===== config.mk =====
export PLATFORM = sky130hd
export DESIGN_NAME = sha_block_loader_flat
export DESIGN_NICKNAME = d
export VERILOG_FILES = /design/src/rtl/sha_block_loader_if.sv /design/src/rtl/sha_block_loader.sv /design/src/flat_wrapper.sv
export SDC_FILE = /design/constraint.sdc
export NUM_CORES = 2
export LEC_CHECK = 0
export CAP_MARGIN = 20
export CORE_AREA = 2 2 426 428
export DETAILED_ROUTE_END_ITERATION = 12
export DIE_AREA = 0 0 428 430
export PLACE_DENSITY = 0.57
export SLEW_MARGIN = 5
export SYNTH_ARGS = -nofsm -noshare
export SYNTH_HDL_FRONTEND = slang
export SYNTH_SLANG_ARGS = --single-unit

===== constraint.sdc =====
create_clock -name clk -period 117.9 [get_ports clk]
set_input_delay 23.58 -clock clk [delete_from_list [all_inputs] [get_ports clk]]
set_output_delay 23.58 -clock clk [all_outputs]
set_load 0.02 [all_outputs]

===== src/rtl/sha_block_loader_if.sv =====
// sha_block_loader_if: word-stream input, chaining value and wide block output of the block loader.
// Latency: none (wires only).
// Backpressure: word_ready_o / block_ready_i carry flow control in each direction.
interface sha_block_loader_if #(
  parameter int COUNT_WIDTH = 32
) ();

  // serial message word input
  logic [31:0]            word_i;
  logic                   word_valid_i;
  logic                   word_ready_o;

  // chaining value in, sampled with word 0 of each block
  logic [7:0][31:0]       iv_i;

  // wide block output towards the first round stage
  logic [7:0][31:0]       state_o;
  logic [15:0][31:0]      W_o;
  logic                   block_valid_o;
  logic                   block_ready_i;

  // status
  logic [3:0]             word_count_o;
  logic [COUNT_WIDTH-1:0] blocks_issued_o;

  // loader side
  modport slave (
    input  word_i, word_valid_i, iv_i, block_ready_i,
    output word_ready_o, state_o, W_o, block_valid_o, word_count_o, blocks_issued_o
  );

  // producer / pipeline side
  modport master (
    output word_i, word_valid_i, iv_i, block_ready_i,
    input  word_ready_o, state_o, W_o, block_valid_o, word_count_o, blocks_issued_o
  );

endinterface


===== src/rtl/sha_block_loader.sv =====
// sha_block_loader: packs 16 serial message words plus the chaining value into one wide block.
// Latency: block_valid_o rises the cycle after the 16th word is accepted; zero bubble when the output drains on that edge.
// Backpressure: a second complete block parks in the fill buffer and word_ready_o drops until the output register drains.
module sha_block_loader #(
  parameter int BLOCK_WORDS = 16,
  parameter int COUNT_WIDTH = 32
) (
  input logic               clk,
  input logic               rst,
  sha_block_loader_if.slave bus
);

  // The schedule window is fixed at 16 words by SHA-256 itself.
  if (BLOCK_WORDS != 16) begin : g_bad_block_words
    $error("sha_block_loader: BLOCK_WORDS must be 16");
  end

  // fill side
  logic [3:0]             cnt;
  logic [15:0][31:0]      fill_buf;
  logic [7:0][31:0]       iv_buf;
  logic                   fill_full;

  // output register
  logic [15:0][31:0]      out_w;
  logic [7:0][31:0]       out_state;
  logic                   out_vld;
  logic [COUNT_WIDTH-1:0] issued;

  // handshake decode
  logic                   word_ready;
  logic                   accept;
  logic                   last_word;
  logic                   drain;
  logic                   out_free;
  logic [15:0][31:0]      blk_next;

  // Ready depends only on registered state (and reset), never on block_ready_i.
  assign word_ready = !fill_full && !rst;
  assign accept     = bus.word_valid_i && word_ready;
  assign last_word  = accept && (cnt == 4'd15);
  assign drain      = out_vld && bus.block_ready_i;
  // The output register can take a block if empty or emptying on this edge.
  assign out_free   = !out_vld || drain;

  // Completed window as it would look with the incoming word as W[15].
  always_comb begin
    blk_next     = fill_buf;
    blk_next[15] = bus.word_i;
  end

  // Fill buffer, output register, parking flag and issue counter.
  always_ff @(posedge clk or posedge rst) begin
    if (rst) begin
      cnt       <= 4'd0;
      fill_buf  <= '0;
      iv_buf    <= '0;
      fill_full <= 1'b0;
      out_w     <= '0;
      out_state <= '0;
      out_vld   <= 1'b0;
      issued    <= '0;
    end else begin
      if (accept) begin
        fill_buf[cnt] <= bus.word_i;
        if (cnt == 4'd0) begin
          iv_buf <= bus.iv_i;
        end
        cnt <= cnt + 4'd1;
      end

      if (drain) begin
        issued <= issued + COUNT_WIDTH'(1);
      end

      if (last_word && out_free) begin
        // Straight through to the output register, no bubble.
        out_w     <= blk_next;
        out_state <= iv_buf;
        out_vld   <= 1'b1;
      end else if (last_word) begin
        // Output still occupied: park the block; fill_buf[15] is written above.
        fill_full <= 1'b1;
      end else if (drain) begin
        if (fill_full) begin
          // Parked block follows immediately; iv_buf is untouched while parked.
          out_w     <= fill_buf;
          out_state <= iv_buf;
          fill_full <= 1'b0;
        end else begin
          out_vld <= 1'b0;
        end
      end
    end
  end

  assign bus.word_ready_o    = word_ready;
  assign bus.W_o             = out_w;
  assign bus.state_o         = out_state;
  assign bus.block_valid_o   = out_vld;
  assign bus.word_count_o    = cnt;
  assign bus.blocks_issued_o = issued;

endmodule


===== src/flat_wrapper.sv =====
// flat-port wrapper written by rule: the top's interface ports become plain ports
module sha_block_loader_flat 
#(
  parameter int BLOCK_WORDS = 16,
  parameter int COUNT_WIDTH = 32
)
  (clk, rst, bus_word_i, bus_word_valid_i, bus_iv_i, bus_block_ready_i, bus_word_ready_o, bus_state_o, bus_W_o, bus_block_valid_o, bus_word_count_o, bus_blocks_issued_o);
  sha_block_loader_if #(.COUNT_WIDTH(COUNT_WIDTH)) bus_i ();
  input logic clk;
  input logic rst;
  input wire logic [$bits(bus_i.word_i)-1:0] bus_word_i;
  input wire logic [$bits(bus_i.word_valid_i)-1:0] bus_word_valid_i;
  input wire logic [$bits(bus_i.iv_i)-1:0] bus_iv_i;
  input wire logic [$bits(bus_i.block_ready_i)-1:0] bus_block_ready_i;
  output wire logic [$bits(bus_i.word_ready_o)-1:0] bus_word_ready_o;
  output wire logic [$bits(bus_i.state_o)-1:0] bus_state_o;
  output wire logic [$bits(bus_i.W_o)-1:0] bus_W_o;
  output wire logic [$bits(bus_i.block_valid_o)-1:0] bus_block_valid_o;
  output wire logic [$bits(bus_i.word_count_o)-1:0] bus_word_count_o;
  output wire logic [$bits(bus_i.blocks_issued_o)-1:0] bus_blocks_issued_o;
  assign bus_i.word_i = bus_word_i;
  assign bus_i.word_valid_i = bus_word_valid_i;
  assign bus_i.iv_i = bus_iv_i;
  assign bus_i.block_ready_i = bus_block_ready_i;
  assign bus_word_ready_o = bus_i.word_ready_o;
  assign bus_state_o = bus_i.state_o;
  assign bus_W_o = bus_i.W_o;
  assign bus_block_valid_o = bus_i.block_valid_o;
  assign bus_word_count_o = bus_i.word_count_o;
  assign bus_blocks_issued_o = bus_i.blocks_issued_o;
  sha_block_loader #(.BLOCK_WORDS(BLOCK_WORDS), .COUNT_WIDTH(COUNT_WIDTH)) u_core (.clk(clk), .rst(rst), .bus(bus_i));
endmodule

==> impl_metrics.yaml <==
clock_tree:
  h-tree-depth: 4
  clock-sinks: 1574
  post_cts_resized: 0
  holdBufCountCts: 0
  clkTransAtPathRegs_ns: 0.06
  tritoncts: "yes"
  clockBufferDepth: 3
  clock_latency_ns: 0.82
  cts_made_buffers: 174
  cts_root_buf: "clkbuf_16"
  post-cts-setup-buffers: 0
placed_design:
  dp_cells: 6922
  dp_hpwl_um: 126000
  io_buffer_count: 1097
  finalWeightedCongestion: 0.834
final_layout:
  final_common_cell: "dfrtp_1"
  finalNonFillerCells: 7233
  finalNetCount: 5025
  final_core_util: 0.436
  drive_gt1_frac: 0.377
  final_cell_mix: "dfrtp_1 (1574), mux2_2 (1466), clkdlybuf4s50_1 (1091)"
  area_delta_synth_final_pct: 33.2
timing:
  clock.fmax_mhz: 20.6
  rsz0062_at_grt: "false"
  hold_ws_ns: 0.470
  setup_tns_ns: 0
  finClkSkew_ns: 0.0389
  hold_violations: 0
  finalSetupViolCount: 0
  slew_headroom: 0.246
  finalCritPeriodShare: 0.412
  worst_pin_slew_ns: 1.13
  min_period_ns: 48.53
  drv_slew: 0
floorplanning:
  pin_count: 1098
  die_h_um: 430
  core-area_um2: 180000
  die_area_um2: 184000
  rows: 156
  start_util: 0.327
  die_w_um: 428
synthesis:
  synthArstFlopShare: 1.00
  synthAdderAreaFrac: 0.00106
  synth_simple_gate_area_frac: 0.0167
  avgSynthCellArea_um2: 16.4
  synth_xor_area_frac: 0.00506
  yosysUniqueCellTypes: 34
  yosys.area.top_type: "dfrtp_1"
  synth-compound-area-share: 0.00313
  syn_nets: 3886
  synth_seq_cells: 1574
  synth_top_family_by_area: "multiplexers"
  synth_top_area_share: 0.670
  syn_inst: 3589
  synth_ff_type: "dfrtp_1"
  seq_area_frac_synth: 0.670
  synthTopCellsByArea: "dfrtp_1 (67%), mux2_2 (28%), nand2_1 (0.98%), buf_2 (0.92%), mux2i_1 (0.53%)"
  synth_edf_count: 0
  synthesis.area_um2: 58800
  ys_warn_count: 0
  synthMuxAreaShare: 0.287
routing:
  vias: 34200
  drt_first_pass_iters: 4
  wl_um: 182000
  ant_nets: 0
  drc: 0
  drt_iter0_markers: 1759
  viasPerCell: 4.73
  wl_per_cell_um: 25.2
global_route:
  grtUsageTotal: 0.195
  grt_pass1_wl_um: 261000
  grt_pass1_vias: 35900
  grt_overflow: 0
  grt_max_degree: 183
  antenna_found_initial: 22
outcome:
  status: "complete, no violations"
hold_path:
  hold_path_class: "reg2reg"
worst_setup_path:
  crit_path_start_kind: "primary input"
  cp.arrival_ns: 24.95
  critical_path_class: "in2out"
  endpoint_kind: "output pin"
  worstPathRequired_ns: 94.32
  worstPathMaxFanout: 5
power:
  leakagePower_nw: 36.4
  power_density_nw_per_um2: 26.2
  peakVddDrop_uv: 14.3
  power.total_w: 0.00205
run:
  cap_viol_max_count: 0
## cells in the mapped netlist, types with 4 or more instances
| master | instances |
|---|---|
| nor2b_1 | 6 |
| nand4_1 | 14 |
| o21ai_0 | 33 |
| ha_1 | 5 |
| buf_1 | 33 |
| inv_1 | 8 |
| nand2_1 | 154 |
| xor2_1 | 7 |
| buf_2 | 108 |
| nor2_1 | 11 |
| mux2i_1 | 31 |
| nor3_1 | 6 |
| buf_6 | 4 |
| mux2_2 | 1466 |
| nand3_1 | 10 |
| dfrtp_1 | 1574 |
| xnor2_1 | 27 |
| clkbuf_1 | 61 |
| mux2_1 | 7 |
## registers in the layout (all words and copies together) (netlist names)
register and flops:
u_core.fill_full 1, u_core.blk_next 480, u_core.bus.word_count_o 4, u_core.bus.blocks_issued_o 32, u_core.bus.W_o 512, u_core.iv_buf 256, u_core.bus.state_o 256, u_core.fill_buf 32
u_core.bus.block_valid_o 1
## logic make-up (layout without fill, tap and decap cells)
kind of cell    count (synthesis)  in the layout
other cells                     0              4
xor+xnor                       34             34
mux                          1504           1504
buf+inv                       216           1486
simple gates                  220            220
flops                        1574           1574
fa+ha+maj                       5              5
compound gates                 36             36
## stage by stage
stage / setup WS [ns] / area (um2)
after CTS: 69.37 / 78300
after detailed placement: 69.38 / 72500
after global routing: 69.34 / 78300
final: 69.37 / 78300
after global placement: 69.38 / 72500
after floorplan: 49.91 / 58800
## worst max-delay path: stages
cell and delay [ns]:
clkdlybuf4s50_1 0.57, nor2_1 0.18, clkdlybuf4s50_1 0.62
## power by group
group	internal (W)	switching (W)
Sequential	0.000751	0.000104
Combinational	0.000332	0.000313
Clock	0.000322	0.000228
Total	0.00140	0.000645
## cell type report
cell class,count,area [um2]
Antenna cell,4,10.0
Clock buffer,264,5130
Clock inverter,43,661
Fill cell,16300,101000
Inverter,8,37.5
Multi-Input combinational cell,1799,18500
Sequential cell,1574,39400
Tap cell,2370,2970
Timing Repair Buffer,1171,11600
## metal layers
| metal | wire length (um) | track usage |
|---|---|---|
| met5 | 98 | 0 |
| met4 | 6980 | 0.0770 |
| met3 | 11200 | 0.0551 |
| met2 | 91600 | 0.336 |
| met1 | 72500 | 0.230 |
## worst paths after layout
check	from	endpoint	slack (ns)	cells past startpoint
max	rst	bus_word_ready_o	69.37	3
min	u_core.iv_buf[235]	u_core.bus.state_o[235]	0.47	1
max reg2reg	u_core.bus.word_count_o[1]	u_core.bus.state_o[38]	111.09	11
min reg2reg	u_core.iv_buf[235]	u_core.bus.state_o[235]	0.47	1
max in group asynchronous	rst	u_core.bus.state_o[162]	90.90	6
min in group asynchronous	rst	u_core.blk_next[170]	23.41	2
(Power assumes the default switching activity.)
